File: src/rtl/ei_mac_pkg.sv
// Shared types and constants for the 8x8 MAC feeder and its PE.
package ei_mac_pkg;

  // Feeder control states: clear the PE, stream operands, wait for the
  // pipeline to empty, capture the accumulator, then offer the result.
  typedef enum logic [2:0] {
    S_IDLE,
    S_CLR,
    S_STREAM,
    S_DRAIN,
    S_CAPT,
    S_RESULT
  } feeder_state_t;

  // Multiplier latency of the ei_mac8x8_pipe PE in its default build.
  localparam int MAC_LAT = 3;

  // Width of a counter that must hold every value from 0 to max_len.
  function automatic int cnt_w(input int max_len);
    return $clog2(max_len + 1);
  endfunction

endpackage

File: src/rtl/ei_mac8x8_feeder.sv
// Initiator for one 8x8 MAC PE: streams (a,b) byte pairs into the PE,
// counts the returned valid_out pulses, captures the final accumulator and
// hands one dot product per vector out on a valid/ready port.
module ei_mac8x8_feeder
  import ei_mac_pkg::*;
#(
  parameter int LAT       = MAC_LAT,
  parameter int MAX_LEN   = 256,
  parameter int DRAIN_TMO = LAT + 4
) (
  input  logic                       clk,
  input  logic                       rst,
  input  logic                       in_valid,
  output logic                       in_ready,
  input  logic [7:0]                 in_a,
  input  logic [7:0]                 in_b,
  input  logic                       in_last,
  output logic                       mac_en,
  output logic                       mac_clr_acc,
  output logic                       mac_valid_in,
  output logic [7:0]                 mac_a,
  output logic [7:0]                 mac_b,
  input  logic [31:0]                mac_acc_out,
  input  logic                       mac_valid_out,
  output logic                       res_valid,
  input  logic                       res_ready,
  output logic [31:0]                res_data,
  output logic [cnt_w(MAX_LEN)-1:0]  res_count,
  output logic                       res_err
);

  localparam int CW = cnt_w(MAX_LEN);
  // A healthy PE always answers within LAT+1 DRAIN cycles, so the timeout
  // is never allowed to be shorter than that.
  localparam int TMO = (DRAIN_TMO > LAT) ? DRAIN_TMO : LAT + 1;
  localparam int TW  = $clog2(TMO + 1);

  localparam logic [CW-1:0] LAST_SLOT = CW'(MAX_LEN - 1);
  localparam logic [TW-1:0] TMO_LAST  = TW'(TMO - 1);

  feeder_state_t state, state_nxt;

  logic [CW-1:0] issue_cnt;
  logic [CW-1:0] rcv_cnt;
  logic [TW-1:0] tmo_cnt;
  logic          err;

  logic accept;
  logic trunc;
  logic vec_end;
  logic rcv_pulse;
  logic drain_done;
  logic drain_tmo;

  // Handshake and drain qualifiers shared by the FSM and the datapath.
  assign accept     = in_valid & in_ready;
  assign trunc      = accept & ~in_last & (issue_cnt == LAST_SLOT);
  assign vec_end    = accept & (in_last | (issue_cnt == LAST_SLOT));
  assign rcv_pulse  = mac_valid_out & ((state == S_STREAM) | (state == S_DRAIN));
  // The pulse arriving this cycle counts, so CAPT follows it immediately.
  assign drain_done = ((rcv_cnt + CW'(mac_valid_out)) == issue_cnt);
  assign drain_tmo  = (tmo_cnt == TMO_LAST);

  // State register.
  always_ff @(posedge clk) begin
    // NOTE: reset is sampled only on the clock edge (synchronous); the PE
    // shares this reset, so both sides abandon a vector together.
    if (rst) begin
      state <= S_IDLE;
    end else begin
      // NOTE: sequential state uses <= so every flop sees pre-edge values
      // no matter how the statements are ordered.
      state <= state_nxt;
    end
  end

  // Next-state and state-decoded outputs.
  always_comb begin
    // NOTE: every output of this block gets a default before the case so
    // no path can leave one unassigned and infer a latch.
    state_nxt   = state;
    in_ready    = 1'b0;
    mac_clr_acc = 1'b0;
    res_valid   = 1'b0;
    mac_en      = ~rst;

    unique case (state)
      S_IDLE: begin
        if (in_valid) state_nxt = S_CLR;
      end
      S_CLR: begin
        mac_clr_acc = 1'b1;
        state_nxt   = S_STREAM;
      end
      S_STREAM: begin
        in_ready = 1'b1;
        if (vec_end) state_nxt = S_DRAIN;
      end
      S_DRAIN: begin
        if (drain_done || drain_tmo) state_nxt = S_CAPT;
      end
      S_CAPT: begin
        state_nxt = S_RESULT;
      end
      S_RESULT: begin
        res_valid = 1'b1;
        if (res_ready) state_nxt = S_IDLE;
      end
      default: state_nxt = S_IDLE;
    endcase
  end

  // Operand register, issue/receive/timeout counters and result capture.
  always_ff @(posedge clk) begin
    if (rst) begin
      mac_valid_in <= 1'b0;
      mac_a        <= '0;
      mac_b        <= '0;
      issue_cnt    <= '0;
      rcv_cnt      <= '0;
      tmo_cnt      <= '0;
      err          <= 1'b0;
      res_data     <= '0;
      res_count    <= '0;
      res_err      <= 1'b0;
    end else begin
      mac_valid_in <= accept;

      if (accept) begin
        mac_a     <= in_a;
        mac_b     <= in_b;
        issue_cnt <= issue_cnt + CW'(1);
      end

      if (rcv_pulse) rcv_cnt <= rcv_cnt + CW'(1);

      if (trunc) err <= 1'b1;
      if ((state == S_DRAIN) && !drain_done && drain_tmo) err <= 1'b1;

      tmo_cnt <= (state == S_DRAIN) ? tmo_cnt + TW'(1) : '0;

      // CLR precedes every issue of a vector, so it never races an accept.
      if (state == S_CLR) begin
        issue_cnt <= '0;
        rcv_cnt   <= '0;
        err       <= 1'b0;
      end

      if (state == S_CAPT) begin
        res_data  <= mac_acc_out;
        res_count <= issue_cnt;
        res_err   <= err;
      end
    end
  end

endmodule

File: config.mk
export PLATFORM = sky130hd
export DESIGN_NAME = ei_mac8x8_feeder
export DESIGN_NICKNAME = d
export VERILOG_FILES = /design/src/rtl/ei_mac_pkg.sv /design/src/rtl/ei_mac8x8_feeder.sv
export SDC_FILE = /design/constraint.sdc
export NUM_CORES = 1
export LEC_CHECK = 0
export BUFFER_PORTS_ARGS = -buffer_cell sky130_fd_sc_hd__buf_2
export CAP_MARGIN = 20
export CORE_MARGIN = 5
export CORE_UTILIZATION = 50
export DETAILED_ROUTE_END_ITERATION = 10
export PLACE_DENSITY_LB_ADDON = 0.15
export SLEW_MARGIN = 20
export SYNTH_ARGS = -nofsm -noshare
export SYNTH_HDL_FRONTEND = slang
export SYNTH_SLANG_ARGS = --single-unit
export TNS_END_PERCENT = 100
File: constraint.sdc
create_clock -name clk -period 2.35 [get_ports clk]
set_input_delay 0.3525 -clock clk [delete_from_list [all_inputs] [get_ports clk]]
set_output_delay 0.3525 -clock clk [all_outputs]
set_load 0.02 [all_outputs]
==> flow_summary.ini, run 1 <==
[outcome]
status = complete, no violations

[flow_run]
maxCapViolCount = 0

[cts]
clockBufferDepth = 2
numCtsBuffers = 9
clock_sinks = 84
htree_levels = 3
post_cts_buffers = 0
postCtsHoldBufs = 0
cts_tree = yes
path_clk_slew_ns = 0.09
insertion_delay_ns = 0.35
cts_resized = 0
root_buffer = clkbuf_8

[global_route]
antenna_found_initial = 0
track_usage = 0.194
grt_overflow = 0
grt_max_degree = 60
grt_pass1_wl_mm = 13.6
grt_pass1_vias = 2959

[timing]
final-setup-viol-count = 0
max_clock_freq_mhz = 466
grt_setup_unrepaired = no
post-route-period-util = 0.914
layout_setup_ws_ns = 0.203
worst_pin_slew_ns = 0.598
final.min_clock_period_ns = 2.15
skew_ns = 0.00852
slew_viol_final = 0
slew_headroom = 0.602
tns_ns = 0
hold_viol_final = 0

[yosys]
yosysWarnings = 0
synth_most_common_cell = nand2_1
synth_top_area_frac = 0.490
syn_inst = 425
synth_area_leaders = dfxtp_1 49%, nand2_1 14%, a21oi_1 9.5%
yosys.area.top_type = dfxtp_1
async_flop_share = 0
ys_seq_area_frac = 0.490
ys_types = 41
avgSynthCellArea_um2 = 8.08
synth_enable_flop_cells = 0
syn_area_um2 = 3430
synthesis.nets = 486
ys_seq_elements = 84
ys.flop_type = dfxtp_1
synth_common_cells = 130 x nand2_1, 84 x dfxtp_1, 65 x a21oi_1

[setup_path]
cp-start-kind = flop
r2r_setup_slack_ns = 0.20
critPathTopFamily = compound AO/OA/AOI/OAI gates
setup.worst_path.class = flop to flop
path_buf_inv = 0
timing.rr.end = state[0]
crit_chain = ha_1 > ha_1 > and2_1 > and3_1 > o2111ai_1 > a2111oi_4 > o22ai_1
arrival_ns = 2.37
worst_path_most_repeated_cell = ha_1
cpPeakStageDelay_ns = 0.45
cp_max_fo = 4
reg2reg_depth = 7
end_kind = flop
timing.rr.start = rcv_cnt[0]
slowest_stage = a2111oi_4
cp.required_ns = 2.57

[final_layout]
syn2layout_area_growth_pct = 24.7
final_layout_size_suffix_gt1_frac = 0.275
nFillCells = 609
fin_nets = 590
fin_cells = 614
antenna_cells = 0

[routing]
drt-vias-per-instance = 5.12
drc_errors = 0
drt_iter0_markers = 147
wl_per_cell_um = 13.4
dr.pass1.iters = 5
vias = 3143
antenna_left = 0
wirelength_mm = 8.25

[placement]
placed_cells = 598
hpwl_mm = 5.83
dp_slack_ns = 0.133
gp_congestion = 0.845
port_buffers = 116

[pwr]
finalPower_w = 0.00289
p_leak_nw = 1.77
ir_worst_vdd_mv = 0.481
power_density_nw_per_um2 = 676

[floorplanning]
die_w_um = 92.9
pin_count = 117
rows = 30
core_um2 = 6760
die_h_um = 92.9
die_area_um2 = 8620
start_util = 0.508

[hold_path]
holdPathEnd = mac_b[7]
hold_depth = 3
hp-class = primary input to flop
min-delay-start = in_b[7]
[through the flow]
stage          area (um^2)  hold slack, ns  utilization
3_5_place_dp          4060           0.443        0.601
6_report              4280           0.229        0.634
5_1_grt               4280           0.227        0.634
3_3_place_gp          4060           0.432        0.601
4_1_cts               4280           0.213        0.634
2_1_floorplan         3430           0.417            -
[state kept, by name, indices dropped and copies added, names as in the netlist]
register	cells
err	1
issue_cnt	9
mac_a	8
mac_b	8
mac_valid_in	1
rcv_cnt	9
res_count	9
res_data	32
res_err	1
state	3
tmo_cnt	3
[worst max-delay path by stage]
stage / startpoint / endpoint / slack (ns) / depth (start not counted)
2_1_floorplan: mac_valid_out / state[1] / 0.45 / 7
3_3_place_gp: mac_valid_out / state[1] / 0.24 / 8
3_5_place_dp: mac_valid_out / state[0] / 0.13 / 8
4_1_cts: rcv_cnt[0] / state[0] / 0.20 / 7
5_1_grt: rcv_cnt[0] / state[0] / 0.06 / 7
6_report: rcv_cnt[0] / state[0] / 0.20 / 7
[report_power, final]
| group | internal (W) | switching (W) | leakage (nW) | total (W) |
|---|---|---|---|---|
| Clock | 0.000632 | 0.000520 | 0.114 | 0.00115 |
| Sequential | 0.00145 | 0.0000293 | 0.678 | 0.00148 |
| Combinational | 0.000107 | 0.000154 | 0.983 | 0.000260 |
| Total | 0.00219 | 0.000703 | 1.77 | 0.00289 |
[worst min-delay path, cell delays in order]
cell,delay (ns)
buf_2,0.09
nand2_1,0.04
a21oi_1,0.05
[logic make-up after synthesis]
group,synth area share
multiplexers,0.00292
XOR/XNOR,0.0612
adder cells (fa/ha/maj),0.0255
AND/OR/NAND/NOR,0.238
flip-flops,0.490
AO/OA/AOI/OAI,0.142
buffers and inverters,0.0397
[per-layer routing]
metal  track usage  vias up  share of wire
li1              -     1610              -
met1         0.238     1437           0.44
met2         0.317       85           0.48
met3        0.0561       11          0.068
met4        0.0794        0          0.015
met5             0        -              0
[area by class of cell]
type,count,area [um^2],share of cell area
sequential,84,1680,0.393
multi-input combinational,306,1630,0.381
timing repair buffer,121,618,0.144
clock buffer,11,141,0.0330
tap,80,100,0.0234
clock inverter,5,82.6,0.0193
inverter,7,26.3,0.00613
[layout by cell type (no fill, tap or decap), drive strengths merged, types with 2 or more instances in the layout]
| cell | Yosys | layout |
|---|---|---|
| xor2 | 9 | 9 |
| nand3 | 6 | 6 |
| buf | 3 | 121 |
| a2111oi | 2 | 2 |
| ha | 7 | 7 |
| nor2 | 27 | 27 |
| dfxtp | 84 | 84 |
| inv | 7 | 8 |
| xnor2 | 15 | 15 |
| or3 | 3 | 3 |
| clkinv | 0 | 2 |
| clkbuf | 25 | 11 |
| a21oi | 65 | 65 |
| nand4 | 5 | 5 |
| and2 | 3 | 3 |
| o21ai | 4 | 4 |
| nand2b | 3 | 3 |
| nor3 | 4 | 4 |
| nand2 | 130 | 130 |
| bufinv | 0 | 2 |
| and3 | 4 | 4 |
| a31oi | 3 | 3 |
No activity file was read; power rests on OpenSTA's default activity.
==> run 2, diff against run 1 <==
--- a/config.mk
+++ b/config.mk
@@ -11,4 +11,5 @@
 export CORE_UTILIZATION = 50
 export DETAILED_ROUTE_END_ITERATION = 10
+export MAX_ROUTING_LAYER = met4
 export PLACE_DENSITY_LB_ADDON = 0.15
 export SLEW_MARGIN = 20
==> constraint.sdc (replaced) <==
create_clock -name clk -period 2.35 [get_ports clk]
set_input_delay 0.3525 -clock clk [delete_from_list [all_inputs] [get_ports clk]]
set_output_delay 0.3525 -clock clk [all_outputs]
set_load 0.01 [all_outputs]
==> run 2 against run 1 <==
Hold slack worse by 0.0018 ns. First-iteration DRC count is 4.1% higher. Clock power hardly changed. Global-route usage is 0.53 points higher. Critical path depth stayed put. Cell area stayed put. Critical path type unchanged.
==> flow_summary.ini, run 2 (synthesis results as in run 1) <==
[outcome]
status = complete, no violations

[final_layout]
syn2layout_area_growth_pct = 24.7
largest-register = res_data
layout_common_cells = 130 x nand2_1, 116 x buf_2, 84 x dfxtp_1, 65 x a21oi_1, 26 x nor2_1
final_core_util = 0.634
largest_reg_flops = 32
final_common_cell = nand2_1
antenna_cells = 0
final_layout_size_suffix_gt1_frac = 0.275
fin_nets = 590

[setup_path]
reg2reg_depth = 7
crit_end = state[0]
cp.required_ns = 2.57
cp-start-kind = flop
setup.worst_path.start = rcv_cnt[0]
end_kind = flop
r2r_setup_slack_ns = 0.19
cpPeakStageDelay_ns = 0.46
cp_max_fo = 4
timing.rr.start = rcv_cnt[0]
timing.rr.end = state[0]
worst_path_most_repeated_cell = ha_1
setup.worst_path.class = flop to flop
crit_chain = ha_1 > ha_1 > and2_1 > and3_1 > o2111ai_1 > a2111oi_4 > o22ai_1
arrival_ns = 2.38
slowest_stage = a2111oi_4

[global_route]
antenna_found_initial = 0
grt_max_degree = 60
track_usage = 0.199
grt_overflow = 0
grt_pass1_vias = 2963
grt_pass1_wl_mm = 13.6

[floorplanning]
core_um2 = 6760
start_util = 0.508
die_area_um2 = 8620
rows = 30
die_w_um = 92.9
die_h_um = 92.9
pin_count = 117

[routing]
antenna_left = 0
dr.pass1.iters = 4
vias = 3152
wl_per_cell_um = 13.5
drt-vias-per-instance = 5.13
drc_errors = 0
wirelength_mm = 8.27
drt_iter0_markers = 153

[cts]
numCtsBuffers = 9
root_buffer = clkbuf_8
clock_sinks = 84
insertion_delay_ns = 0.35
htree_levels = 3
cts_tree = yes
path_clk_slew_ns = 0.09
clockBufferDepth = 2
post_cts_buffers = 0
cts_resized = 0
postCtsHoldBufs = 0

[timing]
worst_pin_slew_ns = 0.594
max_clock_freq_mhz = 463
final-setup-viol-count = 0
skew_ns = 0.00808
slew_viol_final = 0
tns_ns = 0
final.min_clock_period_ns = 2.16
post-route-period-util = 0.920
hold_viol_final = 0
slew_headroom = 0.604
grt_setup_unrepaired = no

[pwr]
p_sw_w = 0.000684
ir_worst_vdd_mv = 0.473
netSwitchingFraction = 0.238
p_seq_frac = 0.515
p_leak_nw = 1.77
p_int_w = 0.00219
power.share.clock = 0.401
p_comb_frac = 0.084
power_density_nw_per_um2 = 671

[placement]
gp_congestion = 0.858
port_buffers = 116
hpwl_mm = 5.83

[hold_path]
hold_depth = 3
hp-class = primary input to flop

[flow_run]
maxCapViolCount = 0
## run 2: cell counts in the layout (fill, tap and decap cells not counted)
Identical to the previous run, type by type.
## run 2: layer usage
| metal | track usage | up-vias | routed length, um |
|---|---|---|---|
| met5 | - | - | 0 |
| met4 | 0.0794 | 0 | 131 |
| met3 | 0.0479 | 11 | 533 |
| met2 | 0.318 | 88 | 3990 |
| met1 | 0.242 | 1443 | 3610 |
| li1 | - | 1610 | - |
## run 2: critical path: cells and delay by family (launching register included)
kind | cells | cell delay (ns)
DFF | 1 | 0.41
and+or+nand+nor | 2 | 0.37
AOI/OAI and AO/OA | 3 | 0.77
adders and majority gates | 2 | 0.47
## run 2: worst min path at each step
stage | from | slack (ns) | end
final | in_b[7] | 0.23 | mac_b[7]
after global placement | tmo_cnt[0] | 0.43 | tmo_cnt[0]
after detailed placement | res_count[1] | 0.44 | res_count[1]
after CTS | mac_acc_out[4] | 0.21 | res_data[4]
after floorplan | tmo_cnt[0] | 0.42 | tmo_cnt[0]
after global routing | mac_acc_out[1] | 0.23 | res_data[1]
## run 2: layout make-up
| class | count | area (um^2) |
|---|---|---|
| clock inverters | 5 | 82.6 |
| repair buffers | 121 | 618 |
| well taps | 80 | 100 |
| flip-flops and latches | 84 | 1680 |
| inverters | 7 | 26.3 |
| fillers | 609 | 2470 |
| multi-input cells | 306 | 1630 |
| clock buffers | 11 | 141 |
## run 2: metrics by stage
stage          total power [W]  instance area [um^2]  hold slack (ns)  cells  setup slack (ns)
5_1_grt                0.00301                  4280            0.227    614            0.0592
6_report               0.00287                  4280            0.227    614             0.188
4_1_cts                0.00290                  4280            0.213    614             0.203
2_1_floorplan          0.00165                  3430            0.417    425             0.453
3_5_place_dp           0.00176                  4060            0.443    598             0.133
3_3_place_gp           0.00175                  4060            0.432    598             0.243
## run 2: power by group through the flow
| stage | logic, W | clock network (W) | registers [W] |
|---|---|---|---|
| 3_3_place_gp | 0.000239 | 0 | 0.00151 |
| 5_1_grt | 0.000272 | 0.00125 | 0.00149 |
| 4_1_cts | 0.000245 | 0.00118 | 0.00148 |
| 3_5_place_dp | 0.000244 | 0 | 0.00151 |
| 6_report | 0.000241 | 0.00115 | 0.00148 |
| 2_1_floorplan | 0.000140 | 0 | 0.00151 |
==> run 3, diff against run 2 <==
Settings changed: ABC_AREA from default to 1, TNS_END_PERCENT 100 to default.
Clock period 2.35 ns to 2.09 ns, I/O delays scaled along.
==> run 3 against run 2 <==
Total power is 69% higher. Wire length grew 7.3%. Utilization up 1.5 points. Synthesized cell count up 13%. Die area grew 3.1%. First-iteration DRC count up 23%. Area after synthesis grew 3.5%. Critical endpoint is now state[2]. Combinational power grew to 6.2 times the previous value. Register-to-register slack got worse by 0.02 ns. Hold slack got worse by 0.055 ns. Clock-buffer cell count down 2.
==> flow_summary.ini, run 3 <==
[yosys]
syn_area_um2 = 3550
synthesis.nets = 542
syn_inst = 481
synth_area_leaders = dfxtp_1 47%, nor2_1 9.6%, nand2_1 9.1%
synth_common_cells = 91 x nor2_1, 86 x nand2_1, 84 x dfxtp_1
synth_top_area_frac = 0.473
ys_seq_elements = 84
yosysWarnings = 0
ys_seq_area_frac = 0.473
synth_most_common_cell = nor2_1
yosys.area.top_type = dfxtp_1
avgSynthCellArea_um2 = 7.39
ys_types = 34
async_flop_share = 0
ys.flop_type = dfxtp_1
synth_enable_flop_cells = 0

[setup_path]
timing.rr.start = issue_cnt[1]
cp_max_fo = 4
timing.rr.end = state[2]
setup.worst_path.start = issue_cnt[1]
reg2reg_depth = 12
r2r_setup_slack_ns = 0.17
cp.required_ns = 2.33
arrival_ns = 2.16
end_kind = flop
cp-start-kind = flop
setup.worst_path.class = flop to flop

[final_layout]
largest-register = res_data
largest_reg_flops = 32
final_common_cell = buf_2
final_layout_size_suffix_gt1_frac = 0.277
fin_area_um2 = 4460
antenna_cells = 0
nFillCells = 635
syn2layout_area_growth_pct = 25.4
fin_nets = 656
layout_common_cells = 116 x buf_2, 90 x nor2_1, 86 x nand2_1, 82 x dfxtp_1, 53 x o21ai_0

[pwr]
netSwitchingFraction = 0.368
p_leak_nw = 2.10
power_density_nw_per_um2 = 1090
power.share.clock = 0.252
finalPower_w = 0.00486
p_seq_frac = 0.442
p_comb_frac = 0.307
p_sw_w = 0.00179
ir_worst_vdd_mv = 0.642
p_int_w = 0.00307

[placement]
place_area_um2 = 4220
hpwl_mm = 6.38
gp_congestion = 0.963
port_buffers = 116

[timing]
slew_headroom = 0.314
max_clock_freq_mhz = 521
grt_setup_unrepaired = no
slew_viol_final = 0
tns_ns = 0
hold_ws_ns = 0.173
final.min_clock_period_ns = 1.92
post-route-period-util = 0.918
final-setup-viol-count = 0
hold_viol_final = 0
skew_ns = 0.0108
worst_pin_slew_ns = 1.03

[cts]
clock_sinks = 84
numCtsBuffers = 9
clockBufferDepth = 2
root_buffer = clkbuf_8
path_clk_slew_ns = 0.10
post_cts_buffers = 0
htree_levels = 3
cts_tree = yes
insertion_delay_ns = 0.35

[global_route]
grt_pass1_vias = 3255
grt_pass1_wl_mm = 14.4
track_usage = 0.205
grt_overflow = 0
antenna_found_initial = 0
grt_max_degree = 53

[hold_path]
hold_depth = 3
hp-class = primary input to flop
holdPathEnd = res_data[7]
min-delay-start = mac_acc_out[7]

[floorplanning]
die_h_um = 94.3
die_area_um2 = 8890
pin_count = 117
die_w_um = 94.3
rows = 30
start_util = 0.517
core_um2 = 6870

[routing]
drt-vias-per-instance = 5.00
drt_iter0_markers = 188
antenna_left = 0
wl_per_cell_um = 12.7
dr.pass1.iters = 5
wirelength_mm = 8.87
drc_errors = 0
vias = 3478

[outcome]
status = complete, no violations

[flow_run]
maxCapViolCount = 0
run 3: cell types whose count changed after synthesis, sizes merged, moves of 4 or more:
cell    previous run  this run
inv                7        39
a21oi             65        39
nor2              27        93
nand2            130        89
xor2               9         2
buf                3         7
xnor2             15         5
nand3              6        16
clkbuf            25        14
nor3               4        16
o21ai              4        54
run 3: kinds of logic after synthesis:
group | count (synthesis) | synth area share
adders and majority gates | 7 | 0.0246
buffers and inverters | 61 | 0.0697
xor gates and xnor gates | 7 | 0.0173
AOI/OAI and AO/OA | 96 | 0.137
DFF | 84 | 0.473
and+or+nand+nor | 226 | 0.278
run 3: worst max-delay path by stage:
| stage | endpoint | cells past startpoint |
|---|---|---|
| CTS | state[2] | 12 |
| global placement | state[2] | 15 |
| floorplan | state[2] | 11 |
| finish | state[2] | 12 |
| global route | state[0] | 12 |
| detailed placement | state[2] | 15 |
run 3: power groups by stage:
stage | combinational, W | sequential (W) | clock, W
after floorplan | 0.000805 | 0.00228 | 0
after global placement | 0.00146 | 0.00216 | 0
final | 0.00149 | 0.00215 | 0.00122
after CTS | 0.00150 | 0.00214 | 0.00125
after detailed placement | 0.00149 | 0.00217 | 0
after global routing | 0.00169 | 0.00219 | 0.00132
run 3: cell type report:
type / count / area, um^2 / area share
Clock buffer: 9 / 124 / 0.0278
Tap cell: 96 / 120 / 0.0270
Clock inverter: 7 / 82.6 / 0.0185
Inverter: 40 / 153 / 0.0343
Sequential cell: 84 / 1680 / 0.378
Timing Repair Buffer: 124 / 641 / 0.144
Multi-Input combinational cell: 336 / 1650 / 0.371
run 3: per-stage QoR:
step / instances / worst slack [ns] / util
final: 696 / 0.171 / 0.649
after detailed placement: 680 / 0.0786 / 0.614
after floorplan: 481 / 0.361 / -
after global placement: 680 / 0.146 / 0.614
after global routing: 696 / 0.00218 / 0.649
after CTS: 696 / 0.107 / 0.644
run 3: repair_timing:
item	4_1_cts	5_1_grt
hold buffers	0	0
gates resized for setup	0	10
endpoints found under the hold margin	0	0
setup endpoints to repair	0	3
run 3: metal layers:
layer / global-route usage / routed length [um] / vias up
met5: - / 0 / -
met4: 0.0566 / 114 / 0
met3: 0.0537 / 620 / 12
met2: 0.344 / 4360 / 117
met1: 0.244 / 3780 / 1569
li1: - / - / 1780
run 3: critical path, cell delays in order (launching register included):
cell and delay [ns]:
dfxtp_1 0.38, ha_1 0.17, inv_1 0.06, nor3_1 0.13
nand3_1 0.13, nor3_2 0.14, ha_2 0.21, nand3b_1 0.12
a211oi_2 0.08, nor2_2 0.19, nand3_1 0.09, nand2_1 0.07
nor2_1 0.04
